File: src/rtl/rotor_return_pkg.sv
// rtl/rotor_return_pkg.sv - shared letter type, rotor/inverse tables, plugboard pairs and helpers
package rotor_return_pkg;

  localparam int ALPHA = 26;
  localparam int PLUG_N = 6;

  typedef logic [4:0] letter_t;

  // Forward wirings as letter codes (1..26); index 0 = position a
  localparam letter_t FWD1 [ALPHA] = '{
    5'd10, 5'd7,  5'd4,  5'd17, 5'd15, 5'd24, 5'd21, 5'd19, 5'd3,  5'd1,
    5'd13, 5'd9,  5'd6,  5'd18, 5'd22, 5'd20, 5'd16, 5'd14, 5'd5,  5'd23,
    5'd11, 5'd2,  5'd12, 5'd26, 5'd25, 5'd8
  };
  localparam letter_t FWD2 [ALPHA] = '{
    5'd14, 5'd20, 5'd26, 5'd16, 5'd19, 5'd6,  5'd2,  5'd15, 5'd11, 5'd13,
    5'd23, 5'd18, 5'd3,  5'd10, 5'd4,  5'd9,  5'd22, 5'd12, 5'd1,  5'd5,
    5'd25, 5'd21, 5'd24, 5'd8,  5'd7,  5'd17
  };

  // Inverse wirings as 0-based indices: INV[k] = j where FWD[j] = k+1
  localparam letter_t INV1 [ALPHA] = '{
    5'd9,  5'd21, 5'd8,  5'd2,  5'd18, 5'd12, 5'd1,  5'd25, 5'd11, 5'd0,
    5'd20, 5'd22, 5'd10, 5'd17, 5'd4,  5'd16, 5'd3,  5'd13, 5'd7,  5'd15,
    5'd6,  5'd14, 5'd19, 5'd5,  5'd24, 5'd23
  };
  localparam letter_t INV2 [ALPHA] = '{
    5'd18, 5'd6,  5'd12, 5'd14, 5'd19, 5'd5,  5'd24, 5'd23, 5'd15, 5'd13,
    5'd8,  5'd17, 5'd9,  5'd0,  5'd7,  5'd3,  5'd25, 5'd11, 5'd4,  5'd1,
    5'd21, 5'd16, 5'd10, 5'd22, 5'd20, 5'd2
  };

  // Reciprocal plugboard pairs: a-b, k-m, l-y, e-u, o-p, r-s
  localparam letter_t PLUG_A [PLUG_N] = '{5'd1, 5'd11, 5'd12, 5'd5,  5'd15, 5'd18};
  localparam letter_t PLUG_B [PLUG_N] = '{5'd2, 5'd13, 5'd25, 5'd21, 5'd16, 5'd19};

  function automatic logic is_illegal(input letter_t x);
    return (x == 5'd0) || (x > 5'(ALPHA));
  endfunction

  // Inverse rotor for a legal letter x (1..26) at position p (0..25); 6-bit sum avoids overflow
  function automatic letter_t inv_map(input logic use_r2, input letter_t x, input letter_t p);
    logic [5:0] s;
    letter_t    v;
    letter_t    r;
    s = {1'b0, x} - 6'd1 + {1'b0, p};
    if (s >= 6'(ALPHA)) s = s - 6'(ALPHA);
    v = use_r2 ? INV2[s[4:0]] : INV1[s[4:0]];
    r = (v >= p) ? (v - p) : (v + 5'(ALPHA) - p);
    return r + 5'd1;
  endfunction

  function automatic letter_t plug_swap(input letter_t x);
    letter_t r;
    r = x;
    for (int i = 0; i < PLUG_N; i++) begin
      if (x == PLUG_A[i]) r = PLUG_B[i];
      else if (x == PLUG_B[i]) r = PLUG_A[i];
    end
    return r;
  endfunction

endpackage

File: src/rtl/rotor_return_inv_stage.sv
// rtl/rotor_return_inv_stage.sv - one registered inverse-rotor stage with valid/ready handshake
module rotor_inv_stage
  import rotor_return_pkg::*;
#(
  parameter bit USE_ROTOR2 = 1'b0
) (
  input  logic    clk,
  input  logic    rst_n,
  input  logic    in_valid,
  output logic    in_ready,
  input  letter_t in_char,
  input  logic    in_err,
  input  letter_t pos,
  output logic    out_valid,
  input  logic    out_ready,
  output letter_t out_char,
  output logic    out_err
);

  logic    valid_q, valid_d;
  letter_t char_q, char_d;
  logic    err_q, err_d;
  logic    advance;

  // The register may take new data when empty or when its content leaves this cycle
  assign advance   = !valid_q || out_ready;
  assign in_ready  = rst_n && advance;
  assign out_valid = valid_q;
  assign out_char  = char_q;
  assign out_err   = err_q;

  // Next-state: load mapped letter on advance, otherwise hold (keeps output stable under stall)
  always_comb begin
    valid_d = valid_q;
    char_d  = char_q;
    err_d   = err_q;
    if (advance) begin
      valid_d = in_valid;
      if (in_valid) begin
        err_d  = in_err;
        char_d = in_err ? in_char : inv_map(USE_ROTOR2, in_char, pos);
      end
    end
  end

  // Stage register; reset empties it and clears the payload
  always_ff @(posedge clk or negedge rst_n) begin
    if (!rst_n) begin
      valid_q <= 1'b0;
      char_q  <= '0;
      err_q   <= 1'b0;
    end else begin
      valid_q <= valid_d;
      char_q  <= char_d;
      err_q   <= err_d;
    end
  end

endmodule

File: src/rtl/rotor_return.sv
// rtl/rotor_return.sv - two-stage inverse rotor return path; optional plugboard via ROTOR_RETURN_PLUG_EN
module rotor_return
  import rotor_return_pkg::*;
#(
  parameter int R1_INIT = 3,
  parameter int R2_INIT = 7
) (
  input  logic       clk,
  input  logic       rst_n,
  input  logic       in_valid,
  output logic       in_ready,
  input  logic [4:0] in_char,
  output logic       out_valid,
  input  logic       out_ready,
  output logic [4:0] out_char,
  output logic       out_err,
  input  logic       load,
  input  logic [4:0] pos1_ld,
  input  logic [4:0] pos2_ld,
  output logic [4:0] pos1,
  output logic [4:0] pos2
);

  localparam letter_t R1_RST = letter_t'(R1_INIT);
  localparam letter_t R2_RST = letter_t'(R2_INIT);

  letter_t pos1_q, pos1_d;
  letter_t pos2_q, pos2_d;
  letter_t pos1_pipe_q, pos1_pipe_d;
  logic    accept;

  logic    s1_valid, s1_err, s2_ready, s2_err;
  letter_t s1_char, s2_char;

  assign accept = in_valid && in_ready;
  assign pos1   = pos1_q;
  assign pos2   = pos2_q;

  // Rotor stepping with carry; a valid load overrides stepping, an out-of-range load value holds
  always_comb begin
    pos1_d = pos1_q;
    pos2_d = pos2_q;
    if (accept) begin
      if (pos1_q == 5'(ALPHA - 1)) begin
        pos1_d = '0;
        pos2_d = (pos2_q == 5'(ALPHA - 1)) ? '0 : pos2_q + 5'd1;
      end else begin
        pos1_d = pos1_q + 5'd1;
      end
    end
    if (load) begin
      pos1_d = (pos1_ld < 5'(ALPHA)) ? pos1_ld : pos1_q;
      pos2_d = (pos2_ld < 5'(ALPHA)) ? pos2_ld : pos2_q;
    end
  end

  // Rotor-1 position rides alongside stage 1; stage 1 captures exactly on accept
  always_comb begin
    pos1_pipe_d = accept ? pos1_q : pos1_pipe_q;
  end

  // Rotor position and carried-position registers
  always_ff @(posedge clk or negedge rst_n) begin
    if (!rst_n) begin
      pos1_q      <= R1_RST;
      pos2_q      <= R2_RST;
      pos1_pipe_q <= '0;
    end else begin
      pos1_q      <= pos1_d;
      pos2_q      <= pos2_d;
      pos1_pipe_q <= pos1_pipe_d;
    end
  end

  rotor_inv_stage #(.USE_ROTOR2(1'b1)) u_stage_r2 (
    .clk       (clk),
    .rst_n     (rst_n),
    .in_valid  (in_valid),
    .in_ready  (in_ready),
    .in_char   (in_char),
    .in_err    (is_illegal(in_char)),
    .pos       (pos2_q),
    .out_valid (s1_valid),
    .out_ready (s2_ready),
    .out_char  (s1_char),
    .out_err   (s1_err)
  );

  rotor_inv_stage #(.USE_ROTOR2(1'b0)) u_stage_r1 (
    .clk       (clk),
    .rst_n     (rst_n),
    .in_valid  (s1_valid),
    .in_ready  (s2_ready),
    .in_char   (s1_char),
    .in_err    (s1_err),
    .pos       (pos1_pipe_q),
    .out_valid (out_valid),
    .out_ready (out_ready),
    .out_char  (s2_char),
    .out_err   (s2_err)
  );

  assign out_err = s2_err;

`ifdef ROTOR_RETURN_PLUG_EN
  assign out_char = s2_err ? s2_char : plug_swap(s2_char);
`else
  assign out_char = s2_char;
`endif

endmodule

File: config.mk
export PLATFORM = sky130hd
export DESIGN_NAME = rotor_return
export DESIGN_NICKNAME = d
export VERILOG_FILES = /design/src/rtl/rotor_return_pkg.sv /design/src/rtl/rotor_return_inv_stage.sv /design/src/rtl/rotor_return.sv
export SDC_FILE = /design/constraint.sdc
export NUM_CORES = 1
export LEC_CHECK = 0
export BUFFER_PORTS_ARGS = -buffer_cell sky130_fd_sc_hd__clkbuf_2
export CAP_MARGIN = 20
export CORE_AREA = 2 2 106 77
export CTS_BUF_LIST = sky130_fd_sc_hd__clkbuf_4 sky130_fd_sc_hd__clkbuf_8 sky130_fd_sc_hd__clkbuf_16
export DETAILED_ROUTE_END_ITERATION = 16
export DIE_AREA = 0 0 108 79
export GPL_ROUTABILITY_DRIVEN = 0
export GPL_TIMING_DRIVEN = 0
export PLACE_DENSITY = 0.78
export SLEW_MARGIN = 25
export SYNTH_ARGS = -nofsm -noshare
export SYNTH_HDL_FRONTEND = slang
export SYNTH_HIERARCHICAL = 1
export SYNTH_SLANG_ARGS = --single-unit
File: constraint.sdc
create_clock -name clk -period 7.06 [get_ports clk]
set_input_delay 0.353 -clock clk [delete_from_list [all_inputs] [get_ports clk]]
set_output_delay 0.353 -clock clk [all_outputs]
set_load 0.02 [all_outputs]
## Word-level counts from Yosys, hierarchy flattened

Memories as Yosys holds them, arrays and structs flattened.
Cells that the tools add are included.
W data, S select, Z words.

- Reductions and logical operators: 15
- Add/subtract/negate cells: 16
- Equal/unequal tests: 4
- Order comparisons: 9
- Bitwise gates (word level): 2
- Mux-type cells: 23

Operators by type and width:

| cell | number |
|---|---|
| $mux W5 | 23 |
| $add A5 B1 Y5 const B | 4 |
| $sub A5 B5 Y5 | 4 |
| $add A6 B5 Y6 | 2 |
| $ge A6 B5 Y1 const B | 2 |
| $ge A6 B6 Y1 const B | 2 |
| $not A5 Y6 | 2 |
| $sub A5 B1 Y6 const B | 2 |
| $add A5 B5 Y5 const B | 2 |
| $eq A5 B5 Y1 const B | 2 |
| $ge A5 B5 Y1 | 2 |
| $lt A5 B5 Y1 const B | 2 |
| $sub A5 B5 Y5 const B | 2 |
| $reduce_and A2 Y1 | 3 |
| $gt A5 B5 Y1 const B | 1 |
| $logic_not A5 Y1 | 1 |
| $ne A2 B1 Y1 const B | 2 |
| $reduce_bool A2 Y1 | 2 |
| $logic_and A1 B1 Y1 | 3 |
| $logic_or A1 B1 Y1 | 3 |
| $reduce_and A3 Y1 | 1 |
| $logic_not A1 Y1 | 2 |

- Flip-flop bits (word level): 29
- Input port bits: 20
- ROM bits: 320
- Output and inout bits: 18
- Memories kept: 2

Memory list:

| name | words | bits a word | rd ports | clocked after Yosys merged registers in | wr ports | RTL line | RTL |
|---|---|---|---|---|---|---|---|
| (no name shown) | 32 | 5 | 1 | 0 | 0 | rotor_return_pkg.sv:48 | `v = use_r2 ? INV2[s[4:0]] : INV1[s[4:0]];` |
| (no name shown) | 32 | 5 | 1 | 0 | 0 | rotor_return_pkg.sv:48 |  |

## Longest topological paths before layout

- Depth after elaboration: 15
- Gate-level depth with buffers: 29
- Mapped depth without buffers: 29

## Hierarchy

The synthesis kept the hierarchy.

Modules (own cells, without submodules):

| module | area an instance (um^2) | seq. area each (um^2) | times used | cells each |
|---|---|---|---|---|
| rotor_inv_stage at u_stage_r2 | 1580.3 | 175.2 | 1 | 202 |
| rotor_inv_stage at u_stage_r1 | 1532.7 | 175.2 | 1 | 183 |
| rotor_return | 910.9 | 381.6 | 1 | 90 |

## Least setup slack after synthesis

No wires, ideal clock.

- Path type: register to register
- Start: register pos2_q[1] (netlist: pos2[1])
- End: register u_stage_r2.char_q[4] (netlist: u_stage_r2/out_char[4])
- Stages on the path, launching flop included: 28
- Path slack: 1164 ps
- Buffers on the path: 0
- Data arrival time: 5762 ps
- Required time: 6926 ps
- Cells stage by stage: dfstp_2 inv_1 ha_1 inv_1 ha_1 fa_1 xor2_2 o21ai_2 o32ai_4 xnor2_2 inv_2 ha_1 o211ai_1 o31ai_1 o21ai_0 a32oi_1 ha_1 nor2b_1 o31a_1 o21a_1 nor2_1 xnor2_1 ha_1 inv_1 or4_1 a21oi_1 xor2_1 o31ai_1

- Longest elaborated chain between the ends: 14
- Elaborated cells on any way between the ends: 17
- Those cells by class: add/sub: 6; order compare: 2; mux: 7; bitwise: 1; memory: 1

Ends and longest elaborated chain:

| what | RTL line | RTL |
|---|---|---|
| from (decl) | rotor_return.sv:28 | `letter_t pos2_q, pos2_d;` |
| from (signal assigned) | rotor_return.sv:70 | `pos2_q <= pos2_d;` |
| $add A6 B5 Y6 | rotor_return_pkg.sv:46 | `s = {1'b0, x} - 6'd1 + {1'b0, p};` |
| $sub A5 B5 Y5 / $ge A6 B5 Y1 (equally long branches) | rotor_return_pkg.sv:47 | `if (s >= 6'(ALPHA)) s = s - 6'(ALPHA);` |
| $mux W5 | rotor_return_pkg.sv:47 |  |
| $mux W5 | rotor_return_inv_stage.sv:39 | `if (in_valid) begin` |
| $mux W5 | rotor_return_inv_stage.sv:37 | `if (advance) begin` |
| $not A5 Y6 (implied by the code) | rotor_return_pkg.sv:48 |  |
| $mem_v2 Z32 W5 | - |  |
| $mux W5 (implied by the code) (2 in series) | rotor_return_pkg.sv:48 |  |
| $add A5 B5 Y5 | rotor_return_pkg.sv:49 | `r = (v >= p) ? (v - p) : (v + 5'(ALPHA) - p);` |
| $sub A5 B5 Y5 | rotor_return_pkg.sv:49 |  |
| $mux W5 (*) | rotor_return_pkg.sv:49 |  |
| $add A5 B1 Y5 (*) | rotor_return_pkg.sv:50 | `return r + 5'd1;` |
| $mux W5 (*) | rotor_return_inv_stage.sv:41 | `char_d = in_err ? in_char : inv_map(USE_ROTOR2, in_char, pos);` |
| to (signal assigned) | rotor_return_inv_stage.sv:54 | `char_q <= char_d;` |
| to (decl) | rotor_return_inv_stage.sv:21 | `letter_t char_q, char_d;` |

Every way passes the cells marked *; elsewhere a longest branch is shown, timed or not. The select of a mux whose other input is x is not followed.
A chain may end at the register's enable or synchronous reset.

## Final worst setup path

Same ends and word-level chain as after synthesis.

==> impl_metrics.tcl <==
set metrics [dict create \
    run_status "completed" \
    critPathKind "reg2reg" \
    clk_latency_ns 0.29 \
    cts.sinks 29 \
    yosysTopAreaCell "ha_1" \
    synth_edf_count 0 \
    cts_hold_buf 0 \
    num_antenna_cells 0 \
    critPathMaxStageDelay_ns 0.64 \
    netlist.area_leader.share 0.183 \
    drc 0 \
    setup_tns_ns 0 \
    cp_max_fo 11 \
    cts_root_buffer "clkbuf_8" \
    busiest_layer "met1" \
    min_path_type "in2async" \
    numCtsBuffers 5 \
    yosysSeqAreaShare 0.182 \
    ant_nets 0 \
    worst_pin_slew_ns 0.800 \
    hold_slack_ns 0.131 \
    dp_hpwl_um 7380 \
    die_y_um 79 \
    track_usage 0.222 \
    drt-total-wl_um 9120 \
    finalSetupViolCount 0 \
    grt-ovfl-total 0 \
    clk_pin_slew_ns 0.07 \
    dr.pass1.iters 6 \
    synth_cells 475 \
    async_flop_share 1.00 \
    critPathLaunchType "register" \
    ios 38 \
    synth.distinct_cells 71 \
    grtUsageMet1 0.335 \
    hold_viol_final 0 \
    critPathCaptureType "register" \
    finalMaxSlewViolations 0 \
    vias_per_cell 5.82 \
    drive_gt1_frac 0.150 \
    antenna_found_initial 0 \
    htree_levels 2 \
    worst_ep_arrival_time_ns 6.81 \
    dp_slack_ns 0.550 \
    gr-usage-met3 0.0369 \
    synth-warning-count 6 \
    cp.required_ns 7.22 \
    path_buf_inv 4 \
    num_vias 3608 \
    postCtsResizedCells 0 \
    die_x_um 108 \
    drtIter0Drc 397 \
    coreArea_um2 7600 \
    rsz0062_at_grt "no" \
    grt_pass1_vias 3289 \
    synthFlopType "dfrtp_1" \
    met2_usage 0.333 \
    grt_first_pass_wirelength_um 15200 \
    wire_per_inst_um 14.7 \
    clock_path_buffers 2 \
    syn_area_per_cell_um2 8.47 \
    tritoncts "built" \
    area_growth_pct 10.0 \
    portBuffers 36 \
    timing.final.crit_share 0.942 \
    fp.dieArea_um2 8530 \
    period_minus_slack_ns 6.65 \
    synth_area_um2 4020 \
    cp_slowest_cell "dfstp_2" \
    post_cts_buffers 0 \
    nets 605 \
    synth_area_leaders "ha_1 (18%), dfrtp_1 (15%), inv_1 (6.6%)" \
    fmaxAchievable_mhz 150 \
    slew_headroom 0.466 \
    skew_ns 0.00621 \
    rows 27 \
    maxCapViolCount 0 \
    synth.net_count 562 \
    worst_path_most_repeated_cell "ha_1" \
    initial_utilization 0.529 \
    n_fill_cell 694 \
    setup_slack_ns 0.413 \
    cpLargestDelayFamily "compound AO/OA/AOI/OAI gates" \
    synth-seq-cells 29 \
    grt_max_degree 32 \
]
final timing paths:
kind,startpoint,to,slack (ns),cells past startpoint
setup / recovery,pos2[1],u_stage_r2/out_char[4],0.41,27
hold / removal,rst_n,pos2[4],0.13,1
setup reg to reg,pos2[1],u_stage_r2/out_char[4],0.41,27
hold reg to reg,u_stage_r1/out_char[0],u_stage_r1/out_char[0],0.48,2
max in group asynchronous,rst_n,u_stage_r1/out_char[0],6.45,1
min in group clk,pos1_ld[0],pos1[0],0.38,3
cell usage in the layout, fill, tap and decap left out, types with 6 or more instances in the layout:
cell	count
fa_1	8
mux2_2	7
a21oi_1	28
o31a_1	6
nor3_1	8
nand3_1	16
xnor2_1	9
o211ai_1	6
xor2_1	7
inv_1	71
clkbuf_2	36
ha_1	59
clkbuf_1	8
o21ai_0	23
nor2_1	17
dfrtp_1	24
clkbuf_8	6
o21a_1	6
nand2_1	38
mux2i_1	20
area by class of cell:
type / count / area [µm²] / area share
well taps: 101 / 126 / 0.0285
repair buffers: 36 / 180 / 0.0407
clock buffers: 8 / 97.6 / 0.0220
flip-flops and latches: 29 / 732 / 0.165
multi-input cells: 364 / 2980 / 0.672
inverters: 72 / 270 / 0.0610
plain buffers: 10 / 46.3 / 0.0105
registers in the layout (all words and copies together) (netlist names):
register and cells:
u_stage_r1/out_char 5, pos2 5, u_stage_r2/out_valid 1, u_stage_r2/out_err 1, pos1 5, u_stage_r2/out_char 5
pos1_pipe_q 5, u_stage_r1/out_valid 1, u_stage_r1/out_err 1
per-layer routing:
layer / vias up / wire length (µm)
met4: 0 / 78
met2: 122 / 3840
met5: - / 0
met1: 1698 / 4600
li1: 1776 / -
met3: 12 / 598
cells by family after synthesis:
| kind of cell | Yosys count | share of synthesized area |
|---|---|---|
| mux | 29 | 0.0756 |
| flops | 29 | 0.182 |
| buf+inv | 82 | 0.0787 |
| xor+xnor | 19 | 0.0470 |
| compound gates | 137 | 0.252 |
| simple gates | 112 | 0.142 |
| fa+ha+maj | 67 | 0.223 |
cells in the mapped netlist (all sizes together) (6+ instances only):
cell type	instances
o31a	6
o211ai	6
a211oi	6
nor2	18
xnor2	10
o21a	6
o21ai	31
ha	59
nor3	8
xor2	9
clkbuf	8
mux2i	21
nand2	38
inv	72
fa	8
dfrtp	24
nand3	16
a21oi	29
mux2	8
stage by stage:
| step | instance area (µm²) | util | std cells |
|---|---|---|---|
| final | 4430 | 0.583 | 620 |
| after global placement | 4330 | 0.570 | 612 |
| after global routing | 4430 | 0.583 | 620 |
| after CTS | 4430 | 0.583 | 620 |
| after detailed placement | 4330 | 0.570 | 612 |
| after floorplan | 4020 | - | 475 |
Power is not shown: default switching activity piles up to over one toggle a cycle in this logic, so the estimate is an artifact.
